### config.mk
export PLATFORM = sky130hd
export DESIGN_NAME = button_repeat
export DESIGN_NICKNAME = d
export VERILOG_FILES = /design/src/rtl/button_repeat.sv
export SDC_FILE = /design/constraint.sdc
export NUM_CORES = 1
export LEC_CHECK = 0
export BUFFER_PORTS_ARGS = -buffer_cell sky130_fd_sc_hd__buf_4
export CORE_ASPECT_RATIO = 1.5
export CORE_MARGIN = 10
export CORE_UTILIZATION = 40
export CTS_CLUSTER_SIZE = 25
export DETAILED_ROUTE_END_ITERATION = 7
export MAX_ROUTING_LAYER = met4
export PLACE_DENSITY = 0.54
export SYNTH_ARGS = -nofsm -noshare
export SYNTH_HDL_FRONTEND = slang
export SYNTH_SLANG_ARGS = --single-unit
### constraint.sdc
create_clock -name clk -period 6.3 [get_ports clk]
set_input_delay 0.63 -clock clk [delete_from_list [all_inputs] [get_ports clk]]
set_output_delay 0.63 -clock clk [all_outputs]
set_load 0.05 [all_outputs]
### src/rtl/button_repeat.sv
// rtl/button_repeat.sv - press-and-hold auto-repeat for the duty-cycle inc/dec buttons
// Emits one step on press, a second after HOLD_DELAY, then one every REPEAT_PERIOD.
module button_repeat #(
    parameter int HOLD_DELAY    = 50000,
    parameter int REPEAT_PERIOD = 10000,
    parameter int CNT_WIDTH     = 17
) (
    input  logic clk,
    input  logic rst,
    input  logic inc_in,
    input  logic dec_in,
    output logic inc_pulse,
    output logic dec_pulse,
    output logic active
);

    typedef enum logic [2:0] {
        S_IDLE,
        S_FIRST,
        S_HOLD,
        S_REPEAT,
        S_LOCKED
    } state_t;

    typedef enum logic [1:0] {
        DIR_NONE = 2'b00,
        DIR_INC  = 2'b01,
        DIR_DEC  = 2'b10
    } dir_t;

    localparam logic [CNT_WIDTH-1:0] HOLD_LOAD = CNT_WIDTH'(HOLD_DELAY - 2);
    localparam logic [CNT_WIDTH-1:0] REP_LOAD  = CNT_WIDTH'(REPEAT_PERIOD - 1);
    localparam logic [CNT_WIDTH-1:0] CNT_ONE   = CNT_WIDTH'(1);

    state_t               state, state_n;
    dir_t                 dir, dir_n;
    logic [CNT_WIDTH-1:0] cnt, cnt_n;
    logic                 fire;
    logic                 captured, opposite;
    logic                 inc_pulse_n, dec_pulse_n, active_n;

    always_ff @(posedge clk) begin
        if (rst) begin
            state     <= S_LOCKED;
            dir       <= DIR_NONE;
            cnt       <= '0;
            inc_pulse <= 1'b0;
            dec_pulse <= 1'b0;
            active    <= 1'b0;
        end else begin
            state     <= state_n;
            dir       <= dir_n;
            cnt       <= cnt_n;
            inc_pulse <= inc_pulse_n;
            dec_pulse <= dec_pulse_n;
            active    <= active_n;
        end
    end

    always_comb begin
        state_n  = state;
        dir_n    = dir;
        cnt_n    = cnt;
        fire     = 1'b0;
        captured = (dir == DIR_INC) ? inc_in : dec_in;
        opposite = (dir == DIR_INC) ? dec_in : inc_in;

        case (state)
            S_IDLE: begin
                if (inc_in ^ dec_in) begin
                    state_n = S_FIRST;
                    dir_n   = inc_in ? DIR_INC : DIR_DEC;
                    fire    = 1'b1;
                end else if (inc_in && dec_in) begin
                    state_n = S_LOCKED;
                end
            end
            S_FIRST, S_HOLD, S_REPEAT: begin
                // Abort checks take precedence over any counter action.
                if (opposite) begin
                    state_n = S_LOCKED;
                end else if (!captured) begin
                    state_n = S_IDLE;
                end else if (state == S_FIRST) begin
                    cnt_n   = HOLD_LOAD;
                    state_n = S_HOLD;
                end else if (cnt == '0) begin
                    fire    = 1'b1;
                    cnt_n   = REP_LOAD;
                    state_n = S_REPEAT;
                end else begin
                    cnt_n = cnt - CNT_ONE;
                end
            end
            S_LOCKED: begin
                if (!inc_in && !dec_in) begin
                    state_n = S_IDLE;
                end
            end
            default: state_n = S_LOCKED;
        endcase

        inc_pulse_n = fire && (dir_n == DIR_INC);
        dec_pulse_n = fire && (dir_n == DIR_DEC);
        active_n    = (state_n == S_FIRST) || (state_n == S_HOLD) || (state_n == S_REPEAT);
    end

endmodule

; Yosys cells after proc, flatten, opt, wreduce, memory -nomap -nowiden
; Cells that the tools add are included.
[word_totals]
register_bits = 25
inputBits = 4
elab_cells = 52
out_inout_bits = 3
[op_classes]
add_sub_neg = 1
n_eq_ne = 10
n_reduce_logical = 12
bitwise = 2
n_mux = 21
[ops]
columns = op, count
row1 = 17-bit two-way mux, 2
row2 = 3-bit two-way mux, 7
row3 = 17-bit logical NOT, 1
row4 = "17-bit by 1-bit subtractor with 17-bit output, second input constant", 1
row5 = "3-bit by 2-bit equality test with 1-bit output, second input constant", 4
row6 = 3-bit one-hot mux with 3 select lines, 1
row7 = 1-bit two-way mux, 7
row8 = "3-bit by 1-bit equality test with 1-bit output, second input constant", 2
row9 = 2-bit two-way mux, 3
row10 = "2-bit by 1-bit equality test with 1-bit output, second input constant", 2
row11 = 1-bit logical AND, 4
row12 = "3-bit equality test, second input constant", 1
row13 = 3-bit logical NOT, 1
row14 = 3-bit AND reduction, 1
row15 = 3-bit OR reduction, 1
row16 = "2-bit equality test, second input constant", 1
row17 = 1-bit logical NOT, 2
row18 = 1-bit logical OR, 2
row19 = 1-bit one-hot mux with 2 select lines, 1
row20 = 1-bit inverter, 1
row21 = 1-bit XOR, 1

; Depth between registers and ports, before layout
; Gate-level depths: netlist of run 1.
[depth]
ltp_word = 9
mapped_depth = 8
ltp_nobuf = 7

; Least setup slack after synthesis of run 1
; OpenSTA, ideal clock, no wires.
[synth_path]
path_type = reg2reg
startpoint = register cnt[0]
endpoint = register cnt[11]
period_less_slack_ns = 2.150
n_path_buf = 0
arrival_ns = 2.076
required_time_ns = 6.226
path_slack_ns = 4.150
stages_incl_launch_ff = 8
setup_time_ns = 0.074
cell_sequence = dfxtp_1 > inv_1 > ha_1 > nor4b_1 > and4_2 > nor3_4 > or4b_2 > a31oi_1
[synth_via]
elab_chain_len = 3
word_cells_on_any_way = 4
cone_classes = 1 x add/sub / 2 x mux / 1 x reduce/logical
[synth_lines]
columns = item, line_no
row1 = start: declaration, 37  ; logic [CNT_WIDTH-1:0] cnt, cnt_n;
row2 = start signal: assignment, 53  ; cnt <= cnt_n;
row3 = 17-bit by 1-bit subtractor with 17-bit output / 17-bit logical NOT (equally long branches), "92, 87"
row4 = 17-bit two-way mux *, 87  ; end else if (cnt == '0) begin
row5 = 17-bit two-way mux *, 84  ; end else if (state == S_FIRST) begin
; Mark *: on every way between the ends. The rest lies on a longest branch, timed or not.
; A chain may end at the register's enable or synchronous reset.

; Worst setup path in the final report of run 1
[layout_path]
startpoint = register cnt[0]
endpoint = register inc_pulse
[layout_via]
elab_chain_len = 7
[layout_lines]
columns = item, line_no
row1 = 17-bit logical NOT, 87
row2 = 1-bit two-way mux, 87
row3 = 1-bit two-way mux, 84
row4 = 1-bit two-way mux, 82  ; end else if (!captured) begin
row5 = 1-bit two-way mux, 80  ; if (opposite) begin
row6 = 1-bit one-hot mux with 2 select lines, 68  ; case (state)
row7 = 1-bit logical AND, 103  ; inc_pulse_n = fire && (dir_n == DIR_INC);
row8 = end signal: assignment, 54  ; inc_pulse <= inc_pulse_n;
row9 = end: declaration, 12  ; output logic inc_pulse,
; No other way between the ends.

==> impl_metrics.env, run 1 <==
export IMPL_status="finished, final reports clean"
export IMPL_hold_depth=2
export IMPL_vdd_drop_max_mv=0.101
export IMPL_io_pins=7
export IMPL_pwr_share_seq=0.585
export IMPL_postRouteAntennaNets=0
export IMPL_wl_per_cell_um=16.7
export IMPL_pwr_share_comb=0.068
export IMPL_fin_crit_ns=2.64
export IMPL_startpoint_type="flop"
export IMPL_cts_made_buffers=3
export IMPL_place_congestion=0.894
export IMPL_critPathMaxFanout=13
export IMPL_antenna_found_initial=0
export IMPL_die_area_um2=6360
export IMPL_crit_required_ns=6.50
export IMPL_hold_viol_final=0
export IMPL_clock_fmax_ghz=0.378
export IMPL_antenna_cells=0
export IMPL_grt_overflow=0
export IMPL_final_nets=187
export IMPL_synth_seq_cells=25
export IMPL_grt_max_degree=24
export IMPL_postCtsHoldBufs=0
export IMPL_worst_skew_pair_late_latency_ns=0.27
export IMPL_post_cts_buffers=0
export IMPL_syn_to_final_growth_pct=7.35
export IMPL_synth_cell_types=44
export IMPL_port_buffers=6
export IMPL_final_max_slew_viol_count=0
export IMPL_r2r_end="inc_pulse$_SDFF_PP0_"
export IMPL_end_kind="flop"
export IMPL_die_height_um=92.8
export IMPL_synth_area_leader_cell="dfxtp_1"
export IMPL_layoutNonFillerInstCount=220
export IMPL_dp_hpwl_mm=2.64
export IMPL_power_switching_uw=66.2
export IMPL_max_stage_delay_ns=0.67
export IMPL_crit_path_top_delay_cell="or4_1"
export IMPL_synth_async_sr_flop_share=0
export IMPL_clock_skew_ns=0.00460
export IMPL_r2r_start="cnt[0]$_SDFFE_PP0P_"
export IMPL_placed_cells=216
export IMPL_wl_mm=3.68
export IMPL_clock_path_buffers=2
export IMPL_synth_edff_count=0
export IMPL_synthCells=176
export IMPL_slew_headroom=0.399
export IMPL_cts_resized=0
export IMPL_firstDrtPassIters=4
export IMPL_crit_type="flop to flop"
export IMPL_cp_arrival_ns=2.85
export IMPL_layout_common_cells="25 x dfxtp_1, 18 x nand2_1, 17 x a21oi_1"
export IMPL_ys_flop_type="dfxtp_1"
export IMPL_final_common_cell="dfxtp_1"
export IMPL_avgSynthCellArea_um2=8.03
export IMPL_tightest_slew_ns=0.893
export IMPL_timing_critical_path_cells="inv_1 -> ha_1 -> nor4b_1 -> nand4_1 -> or4_1 -> a21oi_1"
export IMPL_cts_sinks=25
export IMPL_p_leak_uw=0.000569
export IMPL_synth_area_top_cells="dfxtp_1 35%, a21oi_1 6.0%, nand2_1 4.8%, nand3_1 4.2%, ha_1 3.5%"
export IMPL_p_per_area_nw_per_um2=182
export IMPL_crit_buf_inv=1
export IMPL_rrSetupSlack_ns=3.66
export IMPL_rsz0062_at_grt="false"
export IMPL_cts_root_buf="clkbuf_8"
export IMPL_hold_path_class="flop to flop"
export IMPL_grt_use_total=0.129
export IMPL_die_w_um=68.5
export IMPL_netlist_area_um2=1410
export IMPL_yosys_area_top_type_share=0.354
export IMPL_grt_pass1_vias=1349
export IMPL_yosysWarnings=0
export IMPL_p_total_uw=276
export IMPL_fill_cells=370
export IMPL_holdPathEnd="dir[0]$_SDFF_PP0_"
export IMPL_maxCapViolations=0
export IMPL_setup_viol=0
export IMPL_cts_max_level=1
export IMPL_period_share=0.420
export IMPL_route_detailed_drc=0
export IMPL_drtIter0Drc=114
export IMPL_ys_seq_area_frac=0.354
export IMPL_finalSetupTns_ns=0
export IMPL_clkPwrFrac=0.347
export IMPL_min_from="dir[0]$_SDFF_PP0_"
export IMPL_crit_family="simple AND/OR/NAND/NOR gates"
export IMPL_final_layout_size_suffix_gt1_frac=0.118
export IMPL_core_area_um2=3420
export IMPL_cts_tree="built"
export IMPL_via_per_inst=6.12
export IMPL_rows=26
export IMPL_grt_pass1_wl_mm=6.37
export IMPL_hold_slack_ns=0.504
export IMPL_intPower_uw=210
export IMPL_start_util=0.414
export IMPL_switching_share=0.240
export IMPL_vias=1347
export IMPL_ff2ff_path_depth=6
export IMPL_syn_num_nets=184
export IMPL_clkTransAtPathRegs_ns=0.09
## kinds of logic (layout without fill, tap and decap cells)
logic type                 count (synthesis)  in the layout  share of synthesized area
AOI/OAI and AO/OA                         49             49                      0.227
and+or+nand+nor                           79             79                      0.321
DFF                                       25             25                      0.354
muxes                                      1              1                    0.00708
adders and majority gates                  4              4                     0.0354
buffers and inverters                     18             20                     0.0549
## power groups by stage
stage / clock network (uW) / logic (uW) / registers (uW)
finish: 95.9 / 18.9 / 161
global route: 105 / 21.1 / 162
CTS: 101 / 18.8 / 162
detailed placement: 0 / 18.7 / 165
global placement: 0 / 18.4 / 165
floorplan: 0 / 12.8 / 165
## synthesized netlist by cell type, types with 2 or more instances
library cell,instances
dfxtp_1,25
nand2_1,18
nand3_1,12
a221oi_1,2
a311oi_1,3
inv_1,10
o21ai_0,7
a211oi_1,3
ha_1,4
nor3_1,8
a21oi_1,17
or4_1,3
nand4_1,6
a21o_1,3
nor4_1,2
a31oi_1,6
o211ai_1,2
or3_1,3
nor2_1,12
clkbuf_1,5
buf_2,2
## how the worst max path moves through the flow
| stage | start | end | slack [ns] | cells after the start |
|---|---|---|---|---|
| 2_1_floorplan | cnt[0]$_SDFFE_PP0P_ | cnt[11]$_SDFFE_PP0P_ | 4.15 | 7 |
| 3_3_place_gp | dec_in | cnt[12]$_SDFFE_PP0P_ | 3.72 | 6 |
| 3_5_place_dp | dec_in | cnt[12]$_SDFFE_PP0P_ | 3.73 | 6 |
| 4_1_cts | cnt[0]$_SDFFE_PP0P_ | inc_pulse$_SDFF_PP0_ | 3.69 | 6 |
| 5_1_grt | cnt[0]$_SDFFE_PP0P_ | inc_pulse$_SDFF_PP0_ | 3.37 | 6 |
| 6_report | cnt[0]$_SDFFE_PP0P_ | inc_pulse$_SDFF_PP0_ | 3.66 | 6 |
## cell type report
class / count / area, um2 / area share
tap: 42 / 52.6 / 0.0346
timing repair buffer: 6 / 45.0 / 0.0297
clock inverter: 1 / 5.00 / 0.00330
clock buffer: 3 / 41.3 / 0.0272
sequential: 25 / 500 / 0.330
multi-input combinational: 133 / 836 / 0.551
inverter: 10 / 37.5 / 0.0247
## metrics by stage
stage / worst slack [ns] / utilization / instance area (um2)
2_1_floorplan: 4.15 / - / 1410
3_3_place_gp: 3.72 / 0.431 / 1470
3_5_place_dp: 3.73 / 0.431 / 1470
4_1_cts: 3.69 / 0.444 / 1520
5_1_grt: 3.37 / 0.444 / 1520
6_report: 3.66 / 0.444 / 1520
## metal layers
metal / up-vias / track usage / wire [um]
met1: 649 / 0.147 / 1530
met4: 0 / 0.0640 / 108
met2: 24 / 0.206 / 1910
met3: 11 / 0.0217 / 134
li1: 663 / - / -
met5: - / - / 0
## state kept, by name, summed over array words and instances, names as in the netlist
signal	cells
cnt	17
dir	2
state	3
active	1
inc_pulse	1
dec_pulse	1
## worst register-to-register path, stage by stage (launching register included)
cell	delay, ns
dfxtp_1	0.37
inv_1	0.11
ha_1	0.15
nor4b_1	0.51
nand4_1	0.60
or4_1	0.67
a21oi_1	0.16
Power figures use the tool's default switching activity.
==> run 2, diff against run 1 <==
- PLACE_DENSITY: 0.54 -> 0.56
- clock period: 6.3 -> 2.2 ns (I/O delays scaled with it)
==> run 2 against run 1 <==
  * Largest power group unchanged
  * Combinational power increased to 3.1 times the previous value
  * Clock skew decreased by 0.0020 ns
  * Clock power increased to 2.8 times the previous value
  * Critical endpoint is now cnt[11]$_SDFFE_PP0P_
  * Global-route usage about the same
  * Routed wire length increased by 1.3%
  * Worst setup slack got worse by 3.5 ns
  * Core utilization increased by 3.5 points
==> impl_metrics.env, run 2 (synthesis results as in run 1) <==
export IMPL_die_w_um=68.5
export IMPL_wl_per_cell_um=16.0
export IMPL_p_per_area_nw_per_um2=484
export IMPL_hold_path_class="input port to flop"
export IMPL_end_kind="flop"
export IMPL_final_layout_size_suffix_gt1_frac=0.188
export IMPL_via_per_inst=6.06
export IMPL_grt_use_total=0.128
export IMPL_wl_mm=3.73
export IMPL_clkTransAtPathRegs_ns=0.08
export IMPL_core_area_um2=3420
export IMPL_route_detailed_drc=0
export IMPL_finalSetupTns_ns=0
export IMPL_reg_largest_list="cnt: 17 flops, state: 3 flops, dir: 2 flops"
export IMPL_grt_pass1_wl_mm=6.39
export IMPL_tightest_slew_ns=0.587
export IMPL_cts_made_buffers=3
export IMPL_vias=1411
export IMPL_cp_arrival_ns=2.21
export IMPL_die_height_um=92.8
export IMPL_status="finished, final reports clean"
export IMPL_cts_sinks=25
export IMPL_rows=26
export IMPL_placed_cells=229
export IMPL_final_nets=200
export IMPL_p_leak_uw=0.000647
export IMPL_io_pins=7
export IMPL_slew_headroom=0.606
export IMPL_regMostFlops="cnt"
export IMPL_grt_max_degree=24
export IMPL_final_common_cell="dfxtp_1"
export IMPL_vdd_drop_max_mv=0.257
export IMPL_crit_required_ns=2.39
export IMPL_cts_resized=1
export IMPL_period_share=0.918
export IMPL_clock_skew_ns=0.00262
export IMPL_layoutNonFillerInstCount=233
export IMPL_fin_crit_ns=2.02
export IMPL_port_buffers=6
export IMPL_firstDrtPassIters=4
export IMPL_postCtsHoldBufs=0
export IMPL_maxCapViolations=0
export IMPL_fill_cells=334
export IMPL_critPathMaxFanout=4
export IMPL_worst_skew_pair_late_latency_ns=0.27
export IMPL_rsz0062_at_grt="false"
export IMPL_cts_max_level=1
export IMPL_crit_type="flop to flop"
export IMPL_antenna_cells=0
export IMPL_largest_register_ffs=17
export IMPL_layout_common_cells="24 x dfxtp_1, 19 x buf_4, 18 x nand2_1"
export IMPL_postRouteAntennaNets=0
export IMPL_clock_fmax_ghz=0.495
export IMPL_cts_root_buf="clkbuf_8"
export IMPL_dp_hpwl_mm=2.73
export IMPL_clock_path_buffers=2
export IMPL_hold_viol_final=0
export IMPL_setup_viol=0
export IMPL_antenna_found_initial=0
export IMPL_startpoint_type="flop"
export IMPL_grt_pass1_vias=1398
export IMPL_drtIter0Drc=67
export IMPL_die_area_um2=6360
export IMPL_syn_to_final_growth_pct=15.8
export IMPL_post_cts_buffers=0
export IMPL_start_util=0.414
export IMPL_place_congestion=0.834
export IMPL_cts_tree="built"
export IMPL_grt_overflow=0
export IMPL_final_max_slew_viol_count=0
-- run 2: cell count changes in the layout (fill, tap and decap cells not counted) --
cell	delta
nor3_2	+1
buf_4	+13
dfxtp_2	+1
nor4b_4	+1
nor4b_1	-1
and4_2	-1
clkbuf_1	+1
dfxtp_1	-1
clkinv_2	-1
nor3_1	-1
and4_4	+1
-- run 2: per-layer routing --
metal / vias up / global-route usage / share of wire
li1: 694 / - / -
met1: 681 / 0.137 / 0.41
met2: 28 / 0.223 / 0.52
met3: 8 / 0.0217 / 0.045
met4: 0 / 0.0488 / 0.021
met5: - / - / 0
-- run 2: layout make-up --
cell class | instances | area (um2) | share of cell area
multi-input combinational | 133 | 857 | 0.524
inverter | 10 | 37.5 | 0.0229
tap | 42 | 52.6 | 0.0321
clock buffer | 4 | 45.0 | 0.0275
timing repair buffer | 19 | 143 | 0.0872
sequential | 25 | 502 | 0.307
-- run 2: where the power goes --
group	leakage (uW)	total [uW]	internal, uW	switching [uW]
clock network	0.0000228	271	129	141
registers	0.000202	462	457	5.76
logic	0.000422	58.4	21.4	37.0
total	0.000647	792	608	184
-- run 2: metrics by stage --
step / power, uW / hold slack (ns) / setup slack, ns / area, um2 / util
2_1_floorplan: 509 / 0.299 / 0.0499 / 1410 / -
3_3_place_gp: 529 / 0.473 / 0.0709 / 1570 / 0.459
3_5_place_dp: 530 / 0.462 / 0.00273 / 1570 / 0.459
4_1_cts: 805 / 0.264 / 0.0602 / 1620 / 0.474
5_1_grt: 831 / 0.264 / 0.0523 / 1640 / 0.479
6_report: 792 / 0.268 / 0.180 / 1640 / 0.479
-- run 2: final timing paths --
kind                                           start                   end  slack [ns]  cells after the start
worst max register to register   cnt[0]$_SDFFE_PP0P_  cnt[11]$_SDFFE_PP0P_        0.18                      7
worst max-delay path             cnt[0]$_SDFFE_PP0P_  cnt[11]$_SDFFE_PP0P_        0.18                      7
worst min register to register  cnt[15]$_SDFFE_PP0P_  cnt[15]$_SDFFE_PP0P_        0.48                      1
worst min-delay path                          inc_in     dir[0]$_SDFF_PP0_        0.27                      3
-- run 2: critical path: stages, from the launching register on --
cell and delay, ns:
dfxtp_1 0.34, inv_1 0.07, ha_1 0.20, nor4b_4 0.14
and4_4 0.23, nor3_4 0.16, or4b_2 0.60, a31oi_1 0.19
